File: config.mk
export PLATFORM = sky130hd
export DESIGN_NAME = regfile_wb_arbiter
export DESIGN_NICKNAME = d
export VERILOG_FILES = /design/src/rtl/regfile_wb_arbiter.sv
export SDC_FILE = /design/constraint.sdc
export NUM_CORES = 1
export LEC_CHECK = 0
export ABC_CLOCK_PERIOD_IN_PS = 2800
export BUFFER_PORTS_ARGS = -buffer_cell sky130_fd_sc_hd__buf_2
export CAP_MARGIN = 15
export CORE_MARGIN = 1
export CORE_UTILIZATION = 45
export DETAILED_ROUTE_END_ITERATION = 16
export MAX_ROUTING_LAYER = met4
export PLACE_DENSITY = 0.86
export RECOVER_POWER = 50
export SLEW_MARGIN = 20
export SYNTH_ARGS = -nofsm -noshare
export SYNTH_HDL_FRONTEND = slang
export SYNTH_SLANG_ARGS = --single-unit
File: constraint.sdc
create_clock -name clk -period 2.8 [get_ports clk]
set_input_delay 0.28 -clock clk [delete_from_list [all_inputs] [get_ports clk]]
set_output_delay 0.28 -clock clk [all_outputs]
set_load 0.03 [all_outputs]
File: src/rtl/regfile_wb_arbiter.sv
// Arbitrates two writeback requesters onto the single registered regfile write port and tracks pending writes.
// Build option: define WB_RR_ARB_EN for round-robin on contention; otherwise r0 has fixed priority.
module regfile_wb_arbiter #(
  parameter int DW = 32,
  parameter int AW = 5
) (
  input  logic                 clk,
  input  logic                 reset,
  input  logic                 r0_valid,
  output logic                 r0_ready,
  input  logic [AW-1:0]        r0_addr,
  input  logic [DW-1:0]        r0_data,
  input  logic                 r1_valid,
  output logic                 r1_ready,
  input  logic [AW-1:0]        r1_addr,
  input  logic [DW-1:0]        r1_data,
  input  logic                 iss_valid,
  input  logic [AW-1:0]        iss_addr,
  output logic                 we3,
  output logic [AW-1:0]        wa3,
  output logic [DW-1:0]        wd3,
  output logic [(2**AW)-1:0]   pending,
  output logic                 last_grant
);

  localparam int NR = 2**AW;

  logic          we3_q, we3_d;
  logic [AW-1:0] wa3_q, wa3_d;
  logic [DW-1:0] wd3_q, wd3_d;
  logic [NR-1:0] pend_q, pend_d;
  logic          last_q, last_d;

  logic          gnt0, gnt1, hs;
  logic [AW-1:0] g_addr;
  logic [DW-1:0] g_data;

`ifdef WB_RR_ARB_EN
  // rr_q = 1 means r1 wins the next contended cycle
  logic rr_q, rr_d;
`endif

  always_comb begin
    gnt0 = 1'b0;
    gnt1 = 1'b0;
    if (!reset) begin
`ifdef WB_RR_ARB_EN
      gnt0 = r0_valid && (!r1_valid || !rr_q);
`else
      gnt0 = r0_valid;
`endif
      gnt1 = r1_valid && !gnt0;
    end
  end

  assign hs     = gnt0 | gnt1;
  assign g_addr = gnt1 ? r1_addr : r0_addr;
  assign g_data = gnt1 ? r1_data : r0_data;

  always_comb begin
    we3_d  = 1'b0;
    wa3_d  = wa3_q;
    wd3_d  = wd3_q;
    last_d = last_q;
    if (hs) begin
      we3_d  = (g_addr != '0);
      wa3_d  = g_addr;
      wd3_d  = g_data;
      last_d = gnt1;
    end
  end

`ifdef WB_RR_ARB_EN
  always_comb begin
    rr_d = rr_q;
    if (hs && r0_valid && r1_valid) begin
      rr_d = gnt0;
    end
  end
`endif

  // Per-register scoreboard: a same-edge issue beats the writeback clear
  generate
    for (genvar gi = 0; gi < NR; gi++) begin : g_pend
      if (gi == 0) begin : g_zero
        assign pend_d[gi] = 1'b0;
      end else begin : g_reg
        localparam logic [AW-1:0] IDX = AW'(gi);
        assign pend_d[gi] = (iss_valid && (iss_addr == IDX)) ||
                            (pend_q[gi] && !(hs && (g_addr == IDX)));
      end
    end
  endgenerate

  always_ff @(posedge clk) begin
    if (reset) begin
      we3_q  <= 1'b0;
      wa3_q  <= '0;
      wd3_q  <= '0;
      pend_q <= '0;
      last_q <= 1'b0;
    end else begin
      we3_q  <= we3_d;
      wa3_q  <= wa3_d;
      wd3_q  <= wd3_d;
      pend_q <= pend_d;
      last_q <= last_d;
    end
  end

`ifdef WB_RR_ARB_EN
  always_ff @(posedge clk) begin
    if (reset) begin
      rr_q <= 1'b0;
    end else begin
      rr_q <= rr_d;
    end
  end
`endif

  assign r0_ready   = gnt0;
  assign r1_ready   = gnt1;
  assign we3        = we3_q;
  assign wa3        = wa3_q;
  assign wd3        = wd3_q;
  assign pending    = pend_q;
  assign last_grant = last_q;

endmodule

After elaboration in Yosys (flattened, before gate mapping)
Cells that the tools add are included.
W data, S select, Z words.
{"block": "word_totals", "regBits": 71}
{"block": "classes", "mux": 4, "n_reduce_logical": 159, "eq_ne": 62, "bitwise": 2}
{"operator": "$eq A5 B5 Y1 const B", "count": 32}
{"operator": "$logic_and A1 B1 Y1", "count": 94}
{"operator": "$eq A5 B4 Y1 const B", "count": 16}
{"operator": "$eq A5 B3 Y1 const B", "count": 8}
{"operator": "$logic_not A1 Y1", "count": 32}
{"operator": "$mux W32", "count": 1}
{"operator": "$logic_or A1 B1 Y1", "count": 31}
{"operator": "$eq A5 B2 Y1 const B", "count": 4}
{"operator": "$eq A5 B1 Y1 const B", "count": 2}
{"operator": "$mux W5", "count": 1}
{"operator": "$reduce_bool A5 Y1", "count": 1}
{"operator": "$mux W1", "count": 2}
{"operator": "$reduce_or A2 Y1", "count": 1}
{"operator": "$not A1 Y1", "count": 1}
{"operator": "$or A1 B1 Y1", "count": 1}

Longest topological paths before layout
{"block": "logic_depth", "ltp_word": 9, "ltp_mapped": 6}

Worst setup path after synthesis
Ideal clock, no wire load.
{"block": "synth_timing", "path_type": "input -> register", "startpoint": "in r0_valid", "endpoint": "reg pend_q[10] (netlist: pending[10])", "setup_slack_ps": 1098, "stages": 6, "required_time_ps": 2667, "arrival_ps": 1569, "n_path_buf": 3, "cell_sequence": "clkbuf_2 > or3b_1 > buf_6 > o2bb2ai_1 > buf_2 > a311oi_1"}
{"block": "synth_via", "elab_chain_len": 9, "word_cells_on_any_way": 11, "cone_classes": "eq/ne (1); mux (3); bitwise (1); reduce/logical (6)"}
{"item": "start: declaration", "line": "9", "source": "input logic r0_valid,"}
{"item": "$logic_not A1 Y1", "line": "52", "source": "gnt1 = r1_valid && !gnt0;"}
{"item": "$logic_and A1 B1 Y1", "line": "52"}
{"item": "$mux W1", "line": "46", "source": "if (!reset) begin"}
{"item": "$mux W5", "line": "57", "source": "assign g_addr = gnt1 ? r1_addr : r0_addr;"}
{"item": "$eq A5 B4 Y1", "line": "90", "source": "(pend_q[gi] && !(hs && (g_addr == IDX)));"}
{"item": "$logic_and A1 B1 Y1 (*)", "line": "90"}
{"item": "$logic_not A1 Y1 (*)", "line": "90"}
{"item": "$logic_and A1 B1 Y1 (*)", "line": "90"}
{"item": "$logic_or A1 B1 Y1 (*)", "line": "89", "source": "assign pend_d[gi] = (iss_valid && (iss_addr == IDX)) ||"}
{"item": "end signal: assignment", "line": "106", "source": "pend_q <= pend_d;"}
{"item": "end: declaration", "line": "31", "source": "logic [NR-1:0] pend_q, pend_d;"}
Every way passes the cells marked *; elsewhere a longest branch is shown, timed or not.
A chain may end at the register's enable or synchronous reset.

Worst setup path after layout
{"block": "layout_timing", "startpoint": "in reset", "endpoint": "out r1_ready"}
{"block": "layout_via", "elab_chain_len": 1}
{"item": "start: declaration", "line": "8", "source": "input logic reset,"}
{"item": "$mux W1", "line": "46"}
{"item": "end: declaration", "line": "14", "source": "output logic r1_ready,"}
Every way passes these cells.

==> results summary <==
The floorplan die area came out at about 0.0086 sq mm. The HPWL reported at the end of detailed placement came out at between 7 and 8 mm. The most common flop cell mapped by yosys is sky130_fd_sc_hd__dfxtp_1. CTS placed an instance of sky130_fd_sc_hd__clkbuf_8 at the clock tree root. The total count of max-transition violations in the final report is 0. The via count of the first global-routing pass is 3459. The number of buffers inserted to repair setup after CTS is 0. The part of the total power dissipated in sequential elements is 48.2%.

The aggregate global-route resource usage came out at between 20% and 30%. Leaving out fill and tap cells, the most frequent cells in the layout are sky130_fd_sc_hd__buf_2, sky130_fd_sc_hd__dfxtp_1, sky130_fd_sc_hd__clkbuf_1. The internal power came out at between 1500 and 2000 uW. The number of inserted diodes is 0. The most common cell after layout, fill and taps aside is sky130_fd_sc_hd__buf_2. The number of synthesized register bits is 70. The aggregate negative setup slack came out at 0 ps.

Dividing total power by cell area gives a power density of between 400 and 500 mW/mm^2. The tightest min-delay check is of the input port to flop type. The flow ran to the end, and the final reports show no timing, DRC or antenna violations.

Setup repair after global routing left no endpoint under its margin. The number of antenna violations at the first check in global routing came to 0. The longest clock path from root to sink contains 2 buffers. Dividing the synthesized area by the synthesized cell count gives ~9.6 sq um. The number of inserted filler cells in the final layout came out at approximately 730.

The data required time of the critical path is 2520 ps. STA classifies the critical path startpoint as an input port. The most critical setup path has its startpoint at reset. TritonCTS built the clock tree. Once placement completed, the tool counted placed cells totaling just over 600. The area added between synthesis and finish is 23.6%.

The clock-pin slew on the worst setup and hold paths came out at 80 ps. The number of warnings printed during yosys synthesis came out at 0. The leakage power came out at approximately 0.002 uW. The async set-or-reset flop fraction in the synthesized netlist is 0%.

The number of standard-cell rows in the floorplan came out at 32. The count of port buffers added during placement is ~160. In the finished design, the share of the clock period the worst path needs comes to a little under three quarters. The number of clock sinks seen by CTS is 70. The final-report setup violation count is 0.

The count of flip-flops with a built-in enable after synthesis came out at 0. The I/O pin count is 157. The total standard cell area after synthesis came out at 0.00372 sq mm. The number of H-tree levels is 3. The number of hold violations in the final report is 0. Summed over all layers, the routed wires come to 10.5 mm.

In this run the critical register-to-register path is launched from wd3[1]. The largest net degree at the start of global routing is ~40. Buffers inserted during clock tree synthesis total 9. In this run the power spent charging and discharging nets is a little under 700 uW. Before antenna repair, the detailed router went through 6 iterations. The core region is 0.00785 sq mm.

The max-cap violation count is 0. After synthesis, flip-flops and latches occupy about 38% of the total area. The initial core utilization came out at a little under half. The transition at the pin with the smallest max-transition slack is ~970 ps. The worst hold margin came out at between 150 and 200 ps. The global-route wire length before repair came out at around 17 mm. STA classifies the critical path endpoint as a primary output. The final worst clock skew is 0 ps. The remaining routing DRC violations came out at 0. The antenna violation net count after detailed routing came out at 0. The remaining global-route overflow is 0.

The routability-driven placement congestion ratio is between 0.7 and 0.8. After the flow finishes, the layout carries non-filler instances totaling approximately 630. The via density per instance came out at between 5 and 6. The arrival time at the worst endpoint came out at between 1500 and 2000 ps.

In the final layout, the share of cells above drive strength 1 is ~34%. The wire length per cell is around 17 um. The relative slew slack came out at 35.5%. The smallest clock period supported by the final layout is computed as approximately 2000 ps. The number of hold-repair buffers added at the cts stage is 0. The clock network fraction of design power is between 30 and 40%. The number of nets in the layout came out at between 600 and 700.

The maximum fanout count along the critical path is 22. The synthesized netlist net count is around 470. Of the total power, combinational logic draws a little over a fifth. The critical path in this run is classified as input port to primary output. The worst voltage drop across the vdd grid came out at 0.000256 V. Once the clock tree was built, the resizer swapped 0 gates to a different size. The distinct cell type count after synthesis is 32. Net switching is 30.8% of the power. The die extent in y is slightly above 90 um. At the later pin of the worst-skew pair, clock insertion delay measures ~330 ps. The overall via count from detail_route is approximately 3700.

For this run, the top clock speed supported by timing is between 500 and 600 MHz. The startpoint identified for the worst hold timing path is r0_data[21]. The number of instances in the synthesized netlist came out at a little under 400. The floorplan step set the die width to slightly above 90 um.

The iteration-0 DRC count of the detailed router is roughly 410.
kinds of logic after synthesis:
logic type | synth area share, %
other | 0.101
AOI/OAI and AO/OA | 12.6
DFF | 37.6
buffers and inverters | 5.34
and+or+nand+nor | 18.7
muxes | 25.6
Yosys cell counts (3+ instances only):
master	instances	share of area (%)
sky130_fd_sc_hd__a21oi_1	31	4.2
sky130_fd_sc_hd__a311oi_1	27	6.3
sky130_fd_sc_hd__a311oi_2	4	1.6
sky130_fd_sc_hd__and4b_1	3	0.81
sky130_fd_sc_hd__buf_1	9	0.91
sky130_fd_sc_hd__buf_2	4	0.54
sky130_fd_sc_hd__clkbuf_1	26	2.6
sky130_fd_sc_hd__dfxtp_1	70	38
sky130_fd_sc_hd__mux2_2	43	13
sky130_fd_sc_hd__mux2_4	4	1.6
sky130_fd_sc_hd__mux2i_1	41	11
sky130_fd_sc_hd__nand2_1	32	3.2
sky130_fd_sc_hd__nand4b_1	8	1.9
sky130_fd_sc_hd__nor2_1	39	3.9
sky130_fd_sc_hd__nor2b_1	3	0.50
sky130_fd_sc_hd__nor3_1	3	0.40
sky130_fd_sc_hd__nor4b_1	9	2.1
sky130_fd_sc_hd__nor4bb_1	15	4.0
power groups by stage:
stage / Clock (uW) / Combinational, uW / Sequential, uW
finish: 671 / 476 / 1070
global route: 739 / 510 / 1070
CTS: 686 / 484 / 1070
detailed placement: 0 / 483 / 1090
global placement: 0 / 469 / 1090
floorplan: 0 / 230 / 1180
worst max-delay path: stages:
cell and delay (ps):
sky130_fd_sc_hd__buf_2 330, sky130_fd_sc_hd__or3b_1 790, sky130_fd_sc_hd__inv_1 80, sky130_fd_sc_hd__buf_2 210
registers in the layout (all words and copies together), names as in the netlist:
name and cells:
wd3 32, pending 31, we3 1, last_grant 1, wa3 5
final timing paths:
| check | slack (ps) | cells past startpoint | end |
|---|---|---|---|
| worst max-delay path | 820 | 4 | r1_ready |
| worst min-delay path | 170 | 3 | wd3[21] |
| worst max register to register | 1900 | 3 | wd3[1] |
| worst min register to register | 490 | 2 | last_grant |
cell type report:
class / instances / area [sq um] / area share [%]
inverters: 2 / 7.51 / 0.163
clock inverters: 5 / 28.8 / 0.625
clock buffers: 9 / 124 / 2.69
flip-flops and latches: 70 / 1400 / 30.4
repair buffers: 166 / 791 / 17.2
well taps: 102 / 128 / 2.77
multi-input cells: 274 / 2120 / 46.1
routing by layer:
metal	share of wire (%)	GRT usage [%]	up-vias
li1	-	-	1710
met1	41	31.4	1713
met2	48	41.7	206
met3	9.1	6.18	25
met4	2.4	7.31	0
met5	0	-	-
through the flow:
step	util (%)	total power, uW	setup WS, ps	area [sq um]
finish	58.7	2210	816	4600
global route	58.7	2320	676	4600
CTS	59.5	2240	817	4670
detailed placement	57.6	1570	575	4520
global placement	57.6	1550	654	4520
floorplan	-	1410	1100	3720
(Power assumes the default switching activity.)
